**src/rtl/fft_ctrl_pkg.sv**
```systemverilog
// Shared types and sizing helpers for the FFT stage scheduler and its address generator.
package fft_ctrl_pkg;

    typedef enum logic [1:0] {
        IDLE  = 2'd0,
        ISSUE = 2'd1,
        DRAIN = 2'd2,
        DONE  = 2'd3
    } state_t;

    // Width of the per-stage butterfly counter, which runs 0..N/2-1.
    function automatic int half_cnt_width(input int n_log2);
        return (n_log2 > 1) ? n_log2 - 1 : 1;
    endfunction

    function automatic int stage_width(input int n_log2);
        return $clog2(n_log2) + 1;
    endfunction

endpackage

```
**src/rtl/fft_addr_gen.sv**
```systemverilog
// Radix-2 DIT butterfly address and twiddle generator for one (stage, k) pair.
module fft_addr_gen
    import fft_ctrl_pkg::*;
#(
    parameter int N_LOG2 = 4
) (
    input  logic [stage_width(N_LOG2)-1:0]    stage,
    input  logic [half_cnt_width(N_LOG2)-1:0] k,
    output logic [N_LOG2-1:0]                 addr_a,
    output logic [N_LOG2-1:0]                 addr_b,
    output logic [N_LOG2-2:0]                 tw_idx
);

    typedef logic [N_LOG2-1:0] addr_t;
    typedef logic [N_LOG2-2:0] tw_t;

    addr_t k_ext;
    addr_t span;
    addr_t pos;
    addr_t grp_sh;

    // addr_a is k with a zero bit inserted at position `stage`.
    always_comb begin
        k_ext  = addr_t'(k);
        span   = addr_t'(1) << stage;
        pos    = k_ext & (span - addr_t'(1));
        grp_sh = (k_ext >> stage) << (int'(stage) + 1);
        addr_a = grp_sh | pos;
        addr_b = addr_a + span;
        tw_idx = tw_t'(pos << (N_LOG2 - 1 - int'(stage)));
    end

endmodule

```
**src/rtl/fft_stage_scheduler.sv**
```systemverilog
// Issues one butterfly per cycle for an in-place radix-2 DIT FFT, draining between stages.
//  state | meaning
//  IDLE  | waiting for i_start
//  ISSUE | one butterfly read per cycle, k = 0..N/2-1
//  DRAIN | PIPE_LAT cycles letting the stage's writes land
//  DONE  | one-cycle o_done pulse, then back to IDLE
module fft_stage_scheduler
    import fft_ctrl_pkg::*;
#(
    parameter int N_LOG2   = 4,
    parameter int PIPE_LAT = 2
) (
    input  logic                  i_clk,
    input  logic                  i_reset,
    input  logic                  i_start,
    output logic                  o_busy,
    output logic                  o_done,
    output logic                  o_rd_en,
    output logic [N_LOG2-1:0]     o_rd_addr_a,
    output logic [N_LOG2-1:0]     o_rd_addr_b,
    output logic [N_LOG2-2:0]     o_tw_idx,
    output logic [$clog2(N_LOG2):0] o_stage,
    output logic                  o_wr_en,
    output logic [N_LOG2-1:0]     o_wr_addr_a,
    output logic [N_LOG2-1:0]     o_wr_addr_b
);

    localparam int KW = half_cnt_width(N_LOG2);
    localparam int SW = stage_width(N_LOG2);
    localparam int DW = (PIPE_LAT > 1) ? $clog2(PIPE_LAT) : 1;

    typedef logic [N_LOG2-1:0] addr_t;
    typedef logic [N_LOG2-2:0] tw_t;

    localparam logic [KW-1:0] K_LAST = KW'((1 << (N_LOG2 - 1)) - 1);
    localparam logic [SW-1:0] S_LAST = SW'(N_LOG2 - 1);
    localparam logic [DW-1:0] D_LOAD = DW'(PIPE_LAT - 1);

    state_t        state;
    logic [KW-1:0] k_q;
    logic [DW-1:0] drain_cnt;

    logic [SW-1:0] gen_stage;
    logic [KW-1:0] gen_k;
    addr_t         gen_a;
    addr_t         gen_b;
    tw_t           gen_tw;
    logic          issue_nxt;

    // Address generator looks one issue ahead so the read outputs can be registered.
    always_comb begin
        gen_stage = o_stage;
        gen_k     = k_q + KW'(1);
        issue_nxt = 1'b0;
        case (state)
            IDLE: begin
                gen_stage = '0;
                gen_k     = '0;
                issue_nxt = i_start;
            end
            ISSUE: issue_nxt = (k_q != K_LAST);
            DRAIN: begin
                gen_stage = o_stage + SW'(1);
                gen_k     = '0;
                issue_nxt = (drain_cnt == '0) && (o_stage != S_LAST);
            end
            default: issue_nxt = 1'b0;
        endcase
    end

    fft_addr_gen #(.N_LOG2(N_LOG2)) u_addr_gen (
        .stage  (gen_stage),
        .k      (gen_k),
        .addr_a (gen_a),
        .addr_b (gen_b),
        .tw_idx (gen_tw)
    );

    always_ff @(posedge i_clk or negedge i_reset) begin
        if (!i_reset) begin
            state       <= IDLE;
            k_q         <= '0;
            drain_cnt   <= '0;
            o_busy      <= 1'b0;
            o_done      <= 1'b0;
            o_stage     <= '0;
            o_rd_en     <= 1'b0;
            o_rd_addr_a <= '0;
            o_rd_addr_b <= '0;
            o_tw_idx    <= '0;
        end else begin
            o_done  <= 1'b0;
            o_rd_en <= issue_nxt;
            if (issue_nxt) begin
                o_rd_addr_a <= gen_a;
                o_rd_addr_b <= gen_b;
                o_tw_idx    <= gen_tw;
            end
            case (state)
                IDLE: begin
                    if (i_start) begin
                        state   <= ISSUE;
                        k_q     <= '0;
                        o_stage <= gen_stage;
                        o_busy  <= 1'b1;
                    end
                end
                ISSUE: begin
                    if (k_q == K_LAST) begin
                        state     <= DRAIN;
                        drain_cnt <= D_LOAD;
                    end else begin
                        k_q <= gen_k;
                    end
                end
                DRAIN: begin
                    if (drain_cnt == '0) begin
                        if (o_stage == S_LAST) begin
                            state   <= DONE;
                            o_busy  <= 1'b0;
                            o_done  <= 1'b1;
                            o_stage <= '0;
                        end else begin
                            state   <= ISSUE;
                            k_q     <= '0;
                            o_stage <= gen_stage;
                        end
                    end else begin
                        drain_cnt <= drain_cnt - DW'(1);
                    end
                end
                DONE:    state <= IDLE;
                default: state <= IDLE;
            endcase
        end
    end

    logic  wr_en_pipe [PIPE_LAT];
    addr_t wr_a_pipe  [PIPE_LAT];
    addr_t wr_b_pipe  [PIPE_LAT];

    // Write-back strobe and addresses trail the read issue by exactly PIPE_LAT cycles.
    always_ff @(posedge i_clk or negedge i_reset) begin
        if (!i_reset) begin
            for (int i = 0; i < PIPE_LAT; i++) begin
                wr_en_pipe[i] <= 1'b0;
                wr_a_pipe[i]  <= '0;
                wr_b_pipe[i]  <= '0;
            end
        end else begin
            wr_en_pipe[0] <= o_rd_en;
            wr_a_pipe[0]  <= o_rd_addr_a;
            wr_b_pipe[0]  <= o_rd_addr_b;
            for (int i = 1; i < PIPE_LAT; i++) begin
                wr_en_pipe[i] <= wr_en_pipe[i-1];
                wr_a_pipe[i]  <= wr_a_pipe[i-1];
                wr_b_pipe[i]  <= wr_b_pipe[i-1];
            end
        end
    end

    assign o_wr_en     = wr_en_pipe[PIPE_LAT-1];
    assign o_wr_addr_a = wr_a_pipe[PIPE_LAT-1];
    assign o_wr_addr_b = wr_b_pipe[PIPE_LAT-1];

endmodule

```
**config.mk**
```make
export PLATFORM = sky130hd
export DESIGN_NAME = fft_stage_scheduler
export DESIGN_NICKNAME = d
export VERILOG_FILES = /design/src/rtl/fft_ctrl_pkg.sv /design/src/rtl/fft_addr_gen.sv /design/src/rtl/fft_stage_scheduler.sv
export SDC_FILE = /design/constraint.sdc
export NUM_CORES = 1
export LEC_CHECK = 0
export ABC_AREA = 1
export CAP_MARGIN = 0
export CORE_AREA = 2 2 86 88
export CTS_CLUSTER_DIAMETER = 120
export CTS_CLUSTER_SIZE = 40
export DETAILED_ROUTE_END_ITERATION = 16
export DIE_AREA = 0 0 88 90
export GPL_TIMING_DRIVEN = 1
export PLACE_DENSITY = 0.58
export SYNTH_ARGS = -nofsm -noshare
export SYNTH_HDL_FRONTEND = slang
export SYNTH_SLANG_ARGS = --single-unit
```
**constraint.sdc**
```tcl
create_clock -name i_clk -period 2.91 [get_ports i_clk]
set_input_delay 0.4365 -clock i_clk [delete_from_list [all_inputs] [get_ports i_clk]]
set_output_delay 0.4365 -clock i_clk [all_outputs]
set_load 0.005 [all_outputs]
```
; ---- Word-level counts from Yosys, hierarchy flattened
; Index checks and enable logic that the tools add are counted.
[op_classes]
n_bitwise = 3
mux = 27
n_addsub = 7
reduce_logical = 11
magnitude_cmp = 0
shift = 4
n_eq_ne = 13
multipliers = 0
n_div = 0
[op_table]
columns = operator, n
row1 = 4-bit by 32-bit << shifter with 3-bit output, 1
row2 = 4-bit by 32-bit << shifter with 4-bit output, 1
row3 = 3-bit 2-to-1 mux, 8
row4 = 2-bit inequality test (second input constant), 6
row5 = 3-bit one-hot mux with 2 select lines, 2
row6 = 3-bit one-hot mux with 3 select lines, 1
row7 = 1-bit 2-to-1 mux, 8
row8 = 2-bit 2-to-1 mux, 4
row9 = 2-bit one-hot mux with 4 select lines, 1
row10 = 3-bit by 1-bit adder with 3-bit output (second input constant), 2
row11 = 3-bit AND reduction, 2
row12 = 5-bit AND reduction, 1
row13 = 3-bit by 1-bit adder with 4-bit output (second input constant), 1
row14 = 4-bit adder, 1
row15 = 3-bit by 4-bit AND with 4-bit output, 1
row16 = 2-bit == test (second input constant), 2
row17 = 4-bit bitwise OR, 1
row18 = 1-bit one-hot mux with 2 select lines, 2
row19 = 4-bit AND reduction, 1
row20 = 2-bit nonzero test, 2
row21 = 1-bit by 3-bit << shifter with 4-bit output (first input constant), 1
row22 = 3-bit by 3-bit right shift with 4-bit output, 1
row23 = 2-bit by 3-bit subtractor with 4-bit output (first input constant), 1
row24 = 4-bit by 1-bit subtractor with 4-bit output (second input constant), 1
row25 = 13 further kinds, 13
[word_totals]
inputBits = 3
n_memories = 0
elab_cells = 81
ff_bits = 41
latch_bits = 0
mem_bits_ro = 0
mem_bits_rw = 0
output_inout_bits = 26

; ---- Depth between registers and ports, before layout
[depth]
word_depth = 7
ltp_mapped = 23

; ---- By module
; Synthesis repeated with hierarchy kept, for this count alone.
[unflattened]
cells_unflattened = 237
hier_area_um2 = 2177.1
[by_module_without_submodules]
columns = mod, n_inst, area_each_um2, cells_per_inst
row1 = fft_stage_scheduler, 1, 1706.6, 163
row2 = fft_addr_gen, 1, 470.5, 74

; ---- Least setup slack after synthesis
; OpenSTA, ideal clock, no wires.
[synth_path]
path_kind = reg-to-reg
startpoint = register o_stage[0]
endpoint = register o_rd_addr_b[3]
path_buffers = 0
path_slack_ns = -0.081
period_less_slack_ns = 2.991
required_ns = 2.793
path_stages_with_launch = 21
setup_time_ns = 0.117
t_arrival_ns = 2.874
path_cell_list = dfrtp_1 -> ha_1 -> ha_1 -> inv_1 -> nand3_2 -> nand2_2 -> inv_2 -> ha_1 -> inv_1 -> nor2_1 -> inv_1 -> nor3_1 -> nand3_1 -> o211ai_2 -> ha_1 -> a21oi_1 -> nand2_1 -> xor2_1 -> nand3_1 -> nand3_1 -> nand2_1
[synth_between]
elab_chain_len = 7
elab_cells_between_ends = 13
cone_classes = add/sub: 4 / eq/ne: 1 / shift: 3 / mux: 2 / bitwise: 2 / reduce/logical: 1
[synth_lines]
columns = item, line
row1 = from (decl), fft_stage_scheduler.sv:22  ; output logic [$clog2(N_LOG2):0] o_stage,
row2 = from (signal assigned), fft_stage_scheduler.sv:104  ; o_stage <= gen_stage;
row3 = from (signal assigned), fft_stage_scheduler.sv:126  ; o_stage <= gen_stage;
row4 = 3-bit by 1-bit adder with 3-bit output, fft_stage_scheduler.sv:63  ; gen_stage = o_stage + SW'(1);
row5 = 3-bit one-hot mux with 2 select lines *, fft_stage_scheduler.sv:55  ; case (state)
row6 = 1-bit by 3-bit << shifter with 4-bit output, fft_addr_gen.sv:25  ; span = addr_t'(1) << stage;
row7 = 4-bit by 1-bit subtractor with 4-bit output, fft_addr_gen.sv:26  ; pos = k_ext & (span - addr_t'(1));
row8 = 3-bit by 4-bit AND with 4-bit output, fft_addr_gen.sv:26
row9 = 4-bit bitwise OR *, fft_addr_gen.sv:28  ; addr_a = grp_sh | pos;
row10 = via gen_a[2], fft_stage_scheduler.sv:45  ; addr_t gen_a;
row11 = 4-bit adder *, fft_addr_gen.sv:29  ; addr_b = addr_a + span;
row12 = to (signal assigned), fft_stage_scheduler.sv:96  ; o_rd_addr_b <= gen_b;
row13 = to (decl), fft_stage_scheduler.sv:20  ; output logic [N_LOG2-1:0] o_rd_addr_b,
; Mark *: on every way through the listed nets, which the timed path passes. The rest lies on a longest branch.
; A chain may end at the register's enable or synchronous reset.

; ---- Worst setup path in the final report
; Same ends and word-level chain as after synthesis.

==> impl_metrics.yaml <==
run_status:
  status: "finished with violations"
  violations: "negative setup slack"
worst_setup_path:
  r2r-end: "o_rd_addr_b[3]"
  reg2reg_from: "o_stage[0]"
  crit_chain: "ha_4 > ha_4 > inv_2 > nand3_4 > nand2_4 > inv_4 > buf_4 > nand2_2 > ha_4 > o21bai_1 > nand3_1 > o211ai_2 > ha_4 > a21oi_2 > nand2_2 > xor2_2 > inv_1 > nand2_1 > nand3_1 > nand2_1"
  path_class: "reg2reg"
  cp_num_cells: 20
  cp_common_cell: "ha_4"
  cp-start-kind: "flip-flop"
  r2r_cells: 20
  critical-path-top-delay-family: "adder cells"
  cp-startpoint: "o_stage[0]"
  crit_buf_inv: 4
  crit_fanout: 3
  cp.arrival_ns: 3.11
  critPathMaxStageDelay_ns: 0.42
  ff2ff_setup_slack_ns: -0.007
  crit_slowest_cell: "dfrtp_1"
  worstSetupEndpointType: "flip-flop"
  cp.required_ns: 3.10
sta:
  hold_slack_ns: 0.242
  fin_crit_sh_pct: 100
  tightest_slew_ns: 0.877
  max-slew-margin-rel_pct: 41.6
  setup_viol: 1
  rsz0062_at_grt: "yes"
  fin_ws_ns: -0.00688
  slew_viol_final: 0
  skew_ns: 0.00915
  min_period_ns: 2.92
  hold_violations: 0
  timing.fmax_mhz: 343
yosys:
  synthDistinctLibCells: 32
  yosysMostFrequentCell: "nand2_1"
  ys_seq_area_share_pct: 50.6
  synth_top_family_by_area: "simple AND/OR/NAND/NOR gates"
  muxShareOfSynthArea_pct: 0
  ys_ff_latch: 41
  synth-simple-area-share_pct: 20.2
  synth_top_area_share_pct: 50.6
  synthXorXnorAreaFrac_pct: 0.864
  synth_edf_count: 0
  mappedNetlistArea_sq_um: 2030
  async_flop_share_pct: 100
  synth.avg_cell_area_sq_um: 9.52
  synth_largest_area_cell: "dfrtp_1"
  yosysWarnings: 0
  synth-main-ff-cell: "dfrtp_1"
  synth_compound_area_share_pct: 9.26
  syn_inst: 213
  synth_common_cells: "54 x nand2_1, 41 x dfrtp_1, 21 x inv_1, 13 x ha_1, 11 x nor2_1"
  syn_nets: 230
  yosys-top-cells-area: "dfrtp_1 51%, nand2_1 10%, ha_1 8.0%, inv_1 3.9%, buf_4 3.0%"
  synth-adder-area-share_pct: 9.01
drt:
  wl_per_cell_microns: 12.1
  drt-total-wl_microns: 4480
  via_count: 1588
  dr.pass1.iters: 4
  route.antenna.remaining_nets: 0
  via_per_inst: 4.28
  drtIter0Drc: 75
  drc: 0
place:
  gp_congestion: 0.788
  placed_cells: 350
  dp_hpwl_microns: 3080
  port_buffers: 28
  dpl_worst_slack_ns: -0.118
layout:
  nets: 288
  n_antenna_cell: 0
  area_delta_synth_final_pct: 40.9
  drive_gt1_share_pct: 33.8
  stdcell_count: 371
  fin_util_pct: 40.7
die:
  core_sq_um: 7020
  initial_core_util_pct: 28.9
  pin_count: 29
  die_x_microns: 88
  dieArea_sq_um: 7920
  fp.dieH_microns: 90
  rows: 31
pwr:
  leakage_nw: 1.37
  p_comb_share_pct: 60.0
  internal-power_mw: 1.89
  netSwitchingFraction_pct: 40.2
  pwr-share-seq_pct: 28.3
  power_frac_clock_pct: 11.7
  peakVddDrop_v: 0.000254
  switchingPower_mw: 1.27
  power_density_nw_per_um2: 1110
clock_tree:
  postCtsHoldBufs: 0
  htreeDepth: 2
  cts_made_buffers: 5
  cts_tree: "built"
  clk_latency_ns: 0.30
  root_buffer: "clkbuf_8"
  clock-sinks: 41
  clk_path_buf_depth: 2
  clk_pin_slew_ns: 0.09
worst_hold_path:
  min_path_type: "in2async"
global_route:
  gr-total-overflow: 0
  grt_start_max_net_pins: 42
  grt_usage_pct: 11.8
  antenna_found_initial: 0
  grt_pass1_wl_microns: 7280
  grt_pass1_vias: 1513
run:
  maxCapViolCount: 0
## cell type report
cell class,instances,area (sq um)
Clock buffer,5,68.8
Clock inverter,3,17.5
Fill cell,705,4170
Inverter,28,113
Multi-Input combinational cell,133,970
Sequential cell,41,1030
Tap cell,99,124
Timing Repair Buffer,62,534
## worst max-delay path by stage
stage                           endpoint  slack [ns]
after floorplan           o_rd_addr_b[3]       0.006
after global placement    o_rd_addr_b[3]      -0.008
after detailed placement  o_rd_addr_b[3]       -0.12
after CTS                 o_rd_addr_b[3]       -0.02
after global routing      o_rd_addr_b[3]       -0.20
final                     o_rd_addr_b[3]      -0.007
## metrics by stage
stage	instance area [sq um]	power, mW	setup TNS [ns]
after floorplan	2040	1.88	0
after global placement	2500	2.41	-0.00822
after detailed placement	2500	2.45	-0.118
after CTS	2740	2.96	-0.0163
after global routing	2860	3.45	-0.335
final	2860	3.16	-0.00688
## cell families (layout without fill, tap and decap cells)
kind of cell             Yosys count  count (layout)
XOR/XNOR                           2               2
flip-flops                        41              41
adder cells (fa/ha/maj)           14              14
AO/OA/AOI/OAI                     27              27
buffers and inverters             39              98
AND/OR/NAND/NOR                   90              90
## metal layers
| metal | vias to the layer above | track usage, % | share of wire [%] |
|---|---|---|---|
| li1 | 791 | - | - |
| met1 | 767 | 15.9 | 45 |
| met2 | 25 | 18.2 | 50 |
| met3 | 5 | 2.75 | 2.9 |
| met4 | 0 | 4.62 | 1.8 |
| met5 | - | 0 | 0 |
## state kept, by name, summed over array words and instances (netlist names)
| name | cells |
|---|---|
| wr_en_pipe | 1 |
| o_done | 1 |
| o_wr_en | 1 |
| o_tw_idx | 3 |
| o_wr_addr_a | 4 |
| o_stage | 3 |
| drain_cnt | 1 |
| wr_b_pipe | 4 |
| wr_a_pipe | 4 |
| k_q | 3 |
| o_rd_addr_b | 4 |
| o_wr_addr_b | 4 |
| o_busy | 1 |
| o_rd_en | 1 |
| o_rd_addr_a | 4 |
| state | 2 |
## power groups by stage
| stage | logic, mW | registers [mW] | clock network (mW) |
|---|---|---|---|
| floorplan | 0.998 | 0.885 | 0 |
| global placement | 1.52 | 0.896 | 0 |
| detailed placement | 1.55 | 0.901 | 0 |
| CTS | 1.68 | 0.893 | 0.387 |
| global route | 2.10 | 0.927 | 0.414 |
| finish | 1.90 | 0.897 | 0.370 |
## worst register-to-register path, cell delays in order, from the launching register on
cell and delay [ns]:
dfrtp_1 0.42, ha_4 0.18, ha_4 0.25, inv_2 0.04, nand3_4 0.06, nand2_4 0.07, inv_4 0.06, buf_4 0.12
nand2_2 0.08, ha_4 0.17, o21bai_1 0.14, nand3_1 0.12, o211ai_2 0.17, ha_4 0.29, a21oi_2 0.15, nand2_2 0.08
xor2_2 0.18, inv_1 0.05, nand2_1 0.04, nand3_1 0.07, nand2_1 0.06
## layout by cell type, fill, tap and decap left out, types with 2 or more instances in the layout
master,synthesis,final
nand2_1,54,52
clkbuf_8,0,5
o31ai_1,2,2
nand2_2,4,4
inv_1,21,16
nor2_1,11,7
dfrtp_1,41,39
nor2_2,1,2
clkinv_2,0,2
a21oi_1,3,2
nand3_1,10,9
inv_2,6,10
ha_1,13,6
o211ai_1,2,2
dfrtp_2,0,2
nand4_1,2,2
nand3_2,3,2
o21ai_0,7,7
ha_4,0,6
nand2_4,0,2
o21ai_4,1,2
o21ai_1,3,2
nand3_4,1,3
clkdlybuf4s50_1,0,27
nor3_1,3,2
buf_4,8,33
o21ai_2,3,3
o22ai_1,2,2
nor2_4,0,3
## what timing repair did
action                     in CTS  in global routing
resized for setup              14                 22
hold endpoints to repair        0                  0
setup endpoints to repair       1                  4
buffers inserted               11                  2
pin swaps                      16                 16
Note: power is estimated with default switching activity, not from simulation.
